===== config.mk =====
export PLATFORM = sky130hd
export DESIGN_NAME = bus_arbiter16
export DESIGN_NICKNAME = d
export VERILOG_FILES = /design/src/rtl/bus_arbiter16.sv
export SDC_FILE = /design/constraint.sdc
export NUM_CORES = 1
export LEC_CHECK = 0
export ABC_AREA = 0
export BUFFER_PORTS_ARGS = -buffer_cell sky130_fd_sc_hd__buf_2
export CORE_ASPECT_RATIO = 0.7
export CORE_MARGIN = 2
export CORE_UTILIZATION = 44
export CTS_CLUSTER_DIAMETER = 30
export DETAILED_ROUTE_END_ITERATION = 7
export PLACE_DENSITY = 0.77
export SKIP_LAST_GASP = 1
export SLEW_MARGIN = 20
export SYNTH_ARGS = -nofsm -noshare
export SYNTH_HDL_FRONTEND = slang
export SYNTH_SLANG_ARGS = --single-unit

===== constraint.sdc =====
create_clock -name clk -period 3.3 [get_ports clk]
set_clock_uncertainty 0.05 [all_clocks]
set_input_delay 0.33 -clock clk [delete_from_list [all_inputs] [get_ports clk]]
set_output_delay 0.33 -clock clk [all_outputs]
set_load 0.005 [all_outputs]

===== src/rtl/bus_arbiter16.sv =====
// bus_arbiter16: two-requester round-robin arbiter for the shared 16-bit bus.
//
// Purpose:
//   Requesters A and B share one Mux16 data path. The arbiter drives the mux
//   select and registers the selected word onto the shared output bus together
//   with a valid strobe. It caps each grant at MAX_BURST consecutive words
//   while the other side is waiting, so neither requester can starve the other.
//
// Handshake:
//   reqX acts as "valid" and gntX acts as "ready". A word moves on any clock
//   edge where the owner's req is high while its gnt is high. A requester
//   holds reqX and dataX stable until it sees its own transfer. The word then
//   appears on out with outValid=1 one cycle after the transfer edge.
//
// Ports:
//   clk       in   system clock, rising edge
//   reset     in   synchronous, active-high reset
//   reqA/reqB in   bus requests
//   dataA     in   requester A word (Mux16 X input)
//   dataB     in   requester B word (Mux16 Y input)
//   gntA/gntB out  registered-state grant decode
//   sel       out  Mux16 select (0 = dataA, 1 = dataB)
//   out       out  registered transferred word
//   outValid  out  out holds a word transferred on the previous edge
module bus_arbiter16 #(
  parameter int WIDTH     = 16,
  parameter int MAX_BURST = 4
) (
  input  logic             clk,
  input  logic             reset,
  input  logic             reqA,
  input  logic             reqB,
  input  logic [WIDTH-1:0] dataA,
  input  logic [WIDTH-1:0] dataB,
  output logic             gntA,
  output logic             gntB,
  output logic             sel,
  output logic [WIDTH-1:0] out,
  output logic             outValid
);

  localparam logic [1:0] S_IDLE    = 2'd0;
  localparam logic [1:0] S_GRANT_A = 2'd1;
  localparam logic [1:0] S_GRANT_B = 2'd2;

  // Count value reached on the final word of a full burst.
  localparam logic [3:0] BURST_LAST = 4'(MAX_BURST - 1);

  logic [1:0]       state_q, state_d;
  logic [3:0]       count_q, count_d;
  logic             last_b_q, last_b_d;     // 1: B was served last
  logic [WIDTH-1:0] out_q, out_d;
  logic             out_valid_q, out_valid_d;
  logic [WIDTH-1:0] mux_y;

  assign gntA     = (state_q == S_GRANT_A);
  assign gntB     = (state_q == S_GRANT_B);
  assign sel      = (state_q == S_GRANT_B);
  assign out      = out_q;
  assign outValid = out_valid_q;

  // The Mux16 itself: the only path by which requester data reaches out.
  assign mux_y = sel ? dataB : dataA;

  always_comb begin
    state_d     = state_q;
    count_d     = count_q;
    last_b_d    = last_b_q;
    out_d       = out_q;
    out_valid_d = 1'b0;

    case (state_q)
      S_IDLE: begin
        count_d = 4'd0;
        // Ties go to whichever side was not served last.
        if (reqA && reqB) begin
          state_d = last_b_q ? S_GRANT_A : S_GRANT_B;
        end else if (reqA) begin
          state_d = S_GRANT_A;
        end else if (reqB) begin
          state_d = S_GRANT_B;
        end
      end

      S_GRANT_A: begin
        if (!reqA) begin
          // Owner released: hand straight over or fall back to idle.
          state_d  = reqB ? S_GRANT_B : S_IDLE;
          last_b_d = 1'b0;
          count_d  = 4'd0;
        end else begin
          out_d       = mux_y;
          out_valid_d = 1'b1;
          if (count_q == BURST_LAST) begin
            // Burst cap reached; only yield if B is actually waiting.
            count_d = 4'd0;
            if (reqB) begin
              state_d  = S_GRANT_B;
              last_b_d = 1'b0;
            end
          end else begin
            count_d = count_q + 4'd1;
          end
        end
      end

      S_GRANT_B: begin
        if (!reqB) begin
          state_d  = reqA ? S_GRANT_A : S_IDLE;
          last_b_d = 1'b1;
          count_d  = 4'd0;
        end else begin
          out_d       = mux_y;
          out_valid_d = 1'b1;
          if (count_q == BURST_LAST) begin
            count_d = 4'd0;
            if (reqA) begin
              state_d  = S_GRANT_A;
              last_b_d = 1'b1;
            end
          end else begin
            count_d = count_q + 4'd1;
          end
        end
      end

      default: begin
        state_d = S_IDLE;
        count_d = 4'd0;
      end
    endcase
  end

  always_ff @(posedge clk) begin
    if (reset) begin
      state_q     <= S_IDLE;
      count_q     <= 4'd0;
      last_b_q    <= 1'b1;
      out_q       <= '0;
      out_valid_q <= 1'b0;
    end else begin
      state_q     <= state_d;
      count_q     <= count_d;
      last_b_q    <= last_b_d;
      out_q       <= out_d;
      out_valid_q <= out_valid_d;
    end
  end

endmodule


==> metrics.log, run 1 <==
INFO  metric run_status = finished, final reports clean
INFO  metric worst_r2r_endpoint = out[8]
INFO  metric initialDrtViolationCount = 21
INFO  metric post-route-min-period = 2052 ps
INFO  metric static-leakage-power = 0.6892 nW
INFO  metric ys_ff_latch = 24
INFO  metric critPathCaptureType = flop
INFO  metric detailroute.via_count = 1104
INFO  metric clk_transition_reported_paths = 80 ps
INFO  metric grt.overflow.total = 0
INFO  metric drt.antenna.violating_nets = 0
INFO  metric postRouteWirelength = 2.772 mm
INFO  metric crit_path_start = state_q[1]
INFO  metric area.growth.synth_to_final = 23.20%
INFO  metric cts_setup_buffers = 0
INFO  metric synthDominantAreaCellType = sky130_fd_sc_hd__dfxtp_1
INFO  metric max_clock_freq = between 400 and 500 MHz
INFO  metric slew_at_the_pin_closest_to_its_max_slew_limit = 756.6 ps
INFO  metric cts_sinks = 24
INFO  metric first_pass_grt_wire_length = roughly 4.7 mm
INFO  metric setup_viol = 0
INFO  metric synth_nets = roughly 170
INFO  metric worst-endpoint-arrival = approximately 2200 ps
INFO  metric drt_pre_antenna_iters = 4
INFO  metric synthesis_warnings = 0
INFO  metric dieWidth = approximately 70 um
INFO  metric worstHoldEndpoint = out[1]
INFO  metric start_kind = flop
INFO  metric ports = 56
INFO  metric h-tree-depth = 1
INFO  metric placement.io_buffers = between 50 and 60
INFO  metric critPathMaxFanout = 32
INFO  metric holdCritPathClass = input port to flop
INFO  metric r2r_cells = 6
INFO  metric antennaDiodeCount = 0
INFO  metric synth_area_leaders = sky130_fd_sc_hd__dfxtp_1 (37%), sky130_fd_sc_hd__a211oi_2 (15%), sky130_fd_sc_hd__mux2i_1 (13%)
INFO  metric initial_antenna_violation_count = 0
INFO  metric nets = 219
INFO  metric synth_area_per_cell = between 10 and 15 um^2
INFO  metric hold-worst-slack = between 300 and 400 ps
INFO  metric crit-reg2reg-launch = state_q[1]
INFO  metric detailedPlacementHpwl = 2.068 mm
INFO  metric post_cts_resized = 0
INFO  metric netlist_area = 1305 um^2
INFO  metric finalHoldViolations = 0
INFO  metric hold_buffer_count_at_cts = 0
INFO  metric rsz0062_at_grt = false
INFO  metric setup-tns-final = 0 ps
INFO  metric cts.path.max_buffers = 2
INFO  metric cts-buffers-inserted = 3
INFO  metric power.density_cell_area = 770.1 nW/um^2
INFO  metric cts_tree = done
INFO  metric design.core.area = roughly 2800 um^2
INFO  metric max-vdd-ir-drop = 0.3513 mV
INFO  metric root_buffer = sky130_fd_sc_hd__clkbuf_8
INFO  metric maxSlewHeadroom = 0.4956
INFO  metric worst_r2r_setup_slack = 1250 ps
INFO  metric timing.critical_path.required = 3430 ps
INFO  metric die_h = between 40 and 50 um
INFO  metric globalRouteTotalUtil = 0.1656
INFO  metric cell_depth_of_the_worst_hold_path = 3
INFO  metric row_count = 16
INFO  metric place.gp.congestion = 0.9489
INFO  metric yosysSeqAreaShare = 0.3682
INFO  metric cap_violations = 0
INFO  metric fp.dieArea = 3424 um^2
INFO  metric post-route-drc-count = 0
INFO  metric grt_start_max_net_pins = 33
INFO  metric final_cell_mix = sky130_fd_sc_hd__buf_2 (55), sky130_fd_sc_hd__dfxtp_1 (24), sky130_fd_sc_hd__nor2_1 (18), sky130_fd_sc_hd__mux2i_1 (17), sky130_fd_sc_hd__a211oi_2 (16)
INFO  metric clock_insertion_delay_worst_skew = 260 ps
INFO  metric avgRoutedWirePerCell = about 13 um
INFO  metric via_per_inst = 5.208
INFO  metric final_layout_size_suffix_gt1_frac = 0.4716
INFO  metric worstSetupPathType = flop to flop
INFO  metric timing.final.max_slew_violations = 0
INFO  metric synthCells = 127
INFO  metric first_global_vias = between 1000 and 1500
INFO  metric hold_start = dataA[1]
INFO  metric yosysTopAreaCellShare = 0.3682
INFO  metric starting_density = 0.4656
INFO  metric yosys.cell_types.count = 35
INFO  metric timing.final.crit_share = 0.6219
INFO  metric layout.cells.most_common = sky130_fd_sc_hd__buf_2
state kept, by name, indices dropped and copies added (netlist names):
| name | count |
|---|---|
| state_q | 2 |
| out | 16 |
| last_b_q | 1 |
| count_q | 4 |
| outValid | 1 |
synth_stat cells, drive strengths merged:
| master | instances |
|---|---|
| dfxtp | 24 |
| a211oi | 18 |
| nor2 | 18 |
| mux2i | 17 |
| buf | 9 |
| ha | 5 |
| inv | 5 |
| a21oi | 4 |
| nand3 | 3 |
| nor3 | 3 |
| a21o | 2 |
| nand2 | 2 |
| a2111oi | 1 |
| a21boi | 1 |
| a22oi | 1 |
| a311o | 1 |
| and2 | 1 |
| and3b | 1 |
| clkbuf | 1 |
| mux2 | 1 |
| nand2b | 1 |
| nand3b | 1 |
| nor2b | 1 |
| nor3b | 1 |
| o21ai | 1 |
| o221a | 1 |
| o22ai | 1 |
| or3b | 1 |
| xor2 | 1 |
per-stage QoR:
stage	instances	worst slack [ps]	cell area, um^2	utilization	power (mW)
global placement	209	1394	1567	0.5589	1.045
detailed placement	209	1252	1567	0.5589	1.082
finish	212	1248	1608	0.5737	1.238
CTS	212	1235	1608	0.5737	1.252
floorplan	127	1660	1305	-	0.9561
global route	212	1107	1608	0.5737	1.334
report_power, final:
group | internal, mW | leakage, nW | switching [mW]
clock | 0.0816 | 0.0216 | 0.0861
combinational | 0.287 | 0.471 | 0.366
sequential | 0.369 | 0.197 | 0.0483
final cells by class:
cell class | instances | area [um^2]
fill | 259 | 1195
multi-input combinational | 88 | 739.5
sequential | 24 | 480.5
timing repair buffer | 56 | 282.8
tap | 36 | 45.04
clock buffer | 3 | 41.29
inverter | 5 | 18.77
worst max-delay path, cell delays in order, from the launching register on:
cell and delay [ps]:
sky130_fd_sc_hd__dfxtp_1 390, sky130_fd_sc_hd__inv_1 80, sky130_fd_sc_hd__ha_1 300, sky130_fd_sc_hd__inv_2 80
sky130_fd_sc_hd__o221a_2 690, sky130_fd_sc_hd__nor2_1 140, sky130_fd_sc_hd__a211oi_2 230
cells by family (layout without fill, tap and decap cells):
family          count (synthesis)  after routing  share of synthesized area
simple gates                   33             33                     0.1342
xor+xnor                        1              1                   0.006713
buf+inv                        15             64                    0.06520
compound gates                 31             31                     0.2387
fa+ha+maj                       5              5                    0.04794
flops                          24             24                     0.3682
mux                            18             18                     0.1390
per-layer routing:
layer | vias up | GRT usage | routed length [um]
met5 | - | 0 | 0
met4 | 0 | 0.01961 | 4
met3 | 2 | 0.06339 | 197
met2 | 35 | 0.3093 | 1406
met1 | 510 | 0.1849 | 1164
li1 | 557 | - | -
worst max-delay path by stage:
| stage | to | slack (ps) | cells after the start |
|---|---|---|---|
| floorplan | state_q[0] | 1660 | 7 |
| global placement | out[4] | 1390 | 6 |
| detailed placement | out[8] | 1250 | 6 |
| CTS | out[8] | 1230 | 6 |
| global route | out[8] | 1110 | 6 |
| finish | out[8] | 1250 | 6 |
No activity file was read; power rests on OpenSTA's default activity.
==> inputs of run 2 (changes only) <==
Settings changed: CORE_UTILIZATION 44 to 42.
Clock period 3.3 ns to 1.8 ns, I/O delays scaled along.
==> metrics.log, run 2 (synthesis gave the netlist of run 1 again) <==
INFO  metric run_status = finished, final reports clean
INFO  metric drt.antenna.violating_nets = 0 (unchanged)
INFO  metric root_buffer = sky130_fd_sc_hd__clkbuf_8
INFO  metric critPathMaxFanout = 12 (-63%)
INFO  metric layout.cells.non_filler = 217 (+2.4%)
INFO  metric holdCritPathClass = input port to flop
INFO  metric dp_slack = -100.3 ps (-1352 ps)
INFO  metric worstSetupPathType = flop to flop
INFO  metric postRouteWirelength = 3.116 mm (+12%)
INFO  metric finalHoldViolations = 0 (unchanged)
INFO  metric clk_transition_reported_paths = 90 ps (about the same)
INFO  metric crit-reg2reg-launch = state_q[0]
INFO  metric avgRoutedWirePerCell = 14.36 um (+9.8%)
INFO  metric worst_r2r_endpoint = state_q[0]
INFO  metric final_cell_mix = sky130_fd_sc_hd__buf_2 (55), sky130_fd_sc_hd__dfxtp_1 (23), sky130_fd_sc_hd__nor2_1 (18), sky130_fd_sc_hd__mux2i_1 (17), sky130_fd_sc_hd__a211oi_2 (16)
INFO  metric dpl-instance-area = 1589 um^2 (+1.4%)
INFO  metric dp_cells = 212 (+1.4%)
INFO  metric timing.final.max_slew_violations = 0 (unchanged)
INFO  metric dieWidth = 70.63 um (+2.2%)
INFO  metric place.gp.congestion = 0.9105 (-4.0%)
INFO  metric detailroute.via_count = 1154 (+4.5%)
INFO  metric cap_violations = 0 (unchanged)
INFO  metric post-route-min-period = 1736 ps (-316.4 ps)
INFO  metric fp.dieArea = 3576 um^2 (+4.4%)
INFO  metric finalCoreUtilization = 0.5777 (+0.004030)
INFO  metric placement.io_buffers = 55 (unchanged)
INFO  metric hold-worst-slack = 222.8 ps (-161.7 ps)
INFO  metric worst_r2r_setup_slack = 60 ps (-1180 ps)
INFO  metric slew_at_the_pin_closest_to_its_max_slew_limit = 585.9 ps (-170.7 ps)
INFO  metric r2r_cells = 7 (+1)
INFO  metric cts_tree = done
INFO  metric final_layout_size_suffix_gt1_frac = 0.4917 (+0.02012)
INFO  metric setup-tns-final = 0 ps (unchanged)
INFO  metric setup_viol = 0 (unchanged)
INFO  metric worstHoldEndpoint = out[8]
INFO  metric clock_insertion_delay_worst_skew = 270 ps (about the same)
INFO  metric start_kind = flop
INFO  metric cts-buffers-inserted = 3 (unchanged)
INFO  metric first_pass_grt_wire_length = 4.774 mm (+2.7%)
INFO  metric layout.cells.most_common = sky130_fd_sc_hd__buf_2
INFO  metric power.density_cell_area = 1470 nW/um^2 (+91%)
INFO  metric post-route-drc-count = 0 (unchanged)
INFO  metric drt_pre_antenna_iters = 4 (unchanged)
INFO  metric timing.critical_path.required = 1950 ps (-1480 ps)
INFO  metric area.growth.synth_to_final = 27.61%
INFO  metric maxSlewHeadroom = 0.6094 (+0.1138)
INFO  metric antennaDiodeCount = 0 (unchanged)
INFO  metric ports = 56 (unchanged)
INFO  metric postLayoutSetupSlackWorst = 64.05 ps (-1184 ps)
INFO  metric starting_density = 0.4527 (-0.01293)
INFO  metric h-tree-depth = 1 (unchanged)
INFO  metric die_h = 50.64 um (+2.2%)
INFO  metric grt.overflow.total = 0 (unchanged)
INFO  metric timing.final.crit_share = 0.9644 (+0.3425)
INFO  metric cts.path.max_buffers = 2 (unchanged)
INFO  metric hold_buffer_count_at_cts = 0 (unchanged)
INFO  metric first_global_vias = 1021 (-4.9%)
INFO  metric design.core.area = 2883 um^2 (+2.9%)
INFO  metric cts_setup_buffers = 0 (unchanged)
INFO  metric cell_depth_of_the_worst_hold_path = 3 (unchanged)
INFO  metric grt_start_max_net_pins = 33 (unchanged)
INFO  metric detailedPlacementHpwl = 2.311 mm (+12%)
INFO  metric max-vdd-ir-drop = 0.6428 mV (+83%)
INFO  metric nets = 223 (+1.8%)
INFO  metric via_per_inst = 5.318 (+2.1%)
INFO  metric static-leakage-power = 0.7176 nW (+4.1%)
INFO  metric initial_antenna_violation_count = 0 (unchanged)
INFO  metric rsz0062_at_grt = false
INFO  metric cts_sinks = 24 (unchanged)
INFO  metric hold_start = dataA[8]
INFO  metric stdcell_area = 1665 um^2 (+3.6%)
INFO  metric max_clock_freq = 576.1 MHz (+18%)
INFO  metric row_count = 16 (unchanged)
INFO  metric critPathCaptureType = flop
INFO  metric globalRouteTotalUtil = 0.1694 (+0.003814)
INFO  metric power = 2.448 mW (+98%)
INFO  metric initialDrtViolationCount = 41 (+95%)
INFO  metric number_of_flip_flops_under_the_largest_register_name = 16 (unchanged)
INFO  metric worst-endpoint-arrival = 1890 ps (-300 ps)
run 2: changes by cell type in the layout (fill, tap and decap cells not counted):
cell	previous run	this run
sky130_fd_sc_hd__clkbuf_8	3	4
sky130_fd_sc_hd__dfxtp_2	0	1
sky130_fd_sc_hd__buf_4	1	4
sky130_fd_sc_hd__dfxtp_1	24	23
sky130_fd_sc_hd__o221a_4	0	1
run 2: how the worst max path moves through the flow:
stage               depth (start not counted)         end       start  slack (ps)
floorplan                                   7  state_q[0]  state_q[0]         160
global placement                            6     out[10]  state_q[0]         -20
detailed placement                          6      out[0]  state_q[0]        -100
CTS                                         7  state_q[0]  state_q[0]          60
global route                                7  state_q[0]  state_q[0]           2
finish                                      7  state_q[0]  state_q[0]          60
run 2: power breakdown:
part	internal, mW	switching [mW]	total (mW)
Combinational	0.589	0.725	1.31
Sequential	0.679	0.0808	0.760
Clock	0.196	0.179	0.375
run 2: area by class of cell:
cell class | instances | area, um^2
Timing Repair Buffer | 59 | 305.3
Tap cell | 36 | 45.04
Clock buffer | 4 | 55.05
Fill cell | 260 | 1217
Inverter | 5 | 18.77
Sequential cell | 24 | 481.7
Multi-Input combinational cell | 89 | 759.5
run 2: what timing repair did:
| action | in CTS | in global routing |
|---|---|---|
| setup endpoints to repair | 16 | 5 |
| hold endpoints to repair | 0 | 0 |
| pin swaps | 0 | 1 |
| resized for setup | 1 | 1 |
| gates cloned | 0 | 1 |
run 2: per-layer routing:
metal | vias up | part of all wire | global-route usage
li1 | 568 | - | -
met1 | 546 | 0.44 | 0.2032
met2 | 40 | 0.49 | 0.2956
met3 | 0 | 0.068 | 0.05823
met4 | 0 | 0 | 0.03774
met5 | - | 0 | 0
run 2: critical path, cell delays in order (launching register included):
cell                      delay [ps]
sky130_fd_sc_hd__dfxtp_2         350
sky130_fd_sc_hd__inv_1            60
sky130_fd_sc_hd__ha_1            200
sky130_fd_sc_hd__buf_4           200
sky130_fd_sc_hd__a22oi_2         270
sky130_fd_sc_hd__a21oi_1          90
sky130_fd_sc_hd__a311o_1         320
sky130_fd_sc_hd__a21oi_1         110
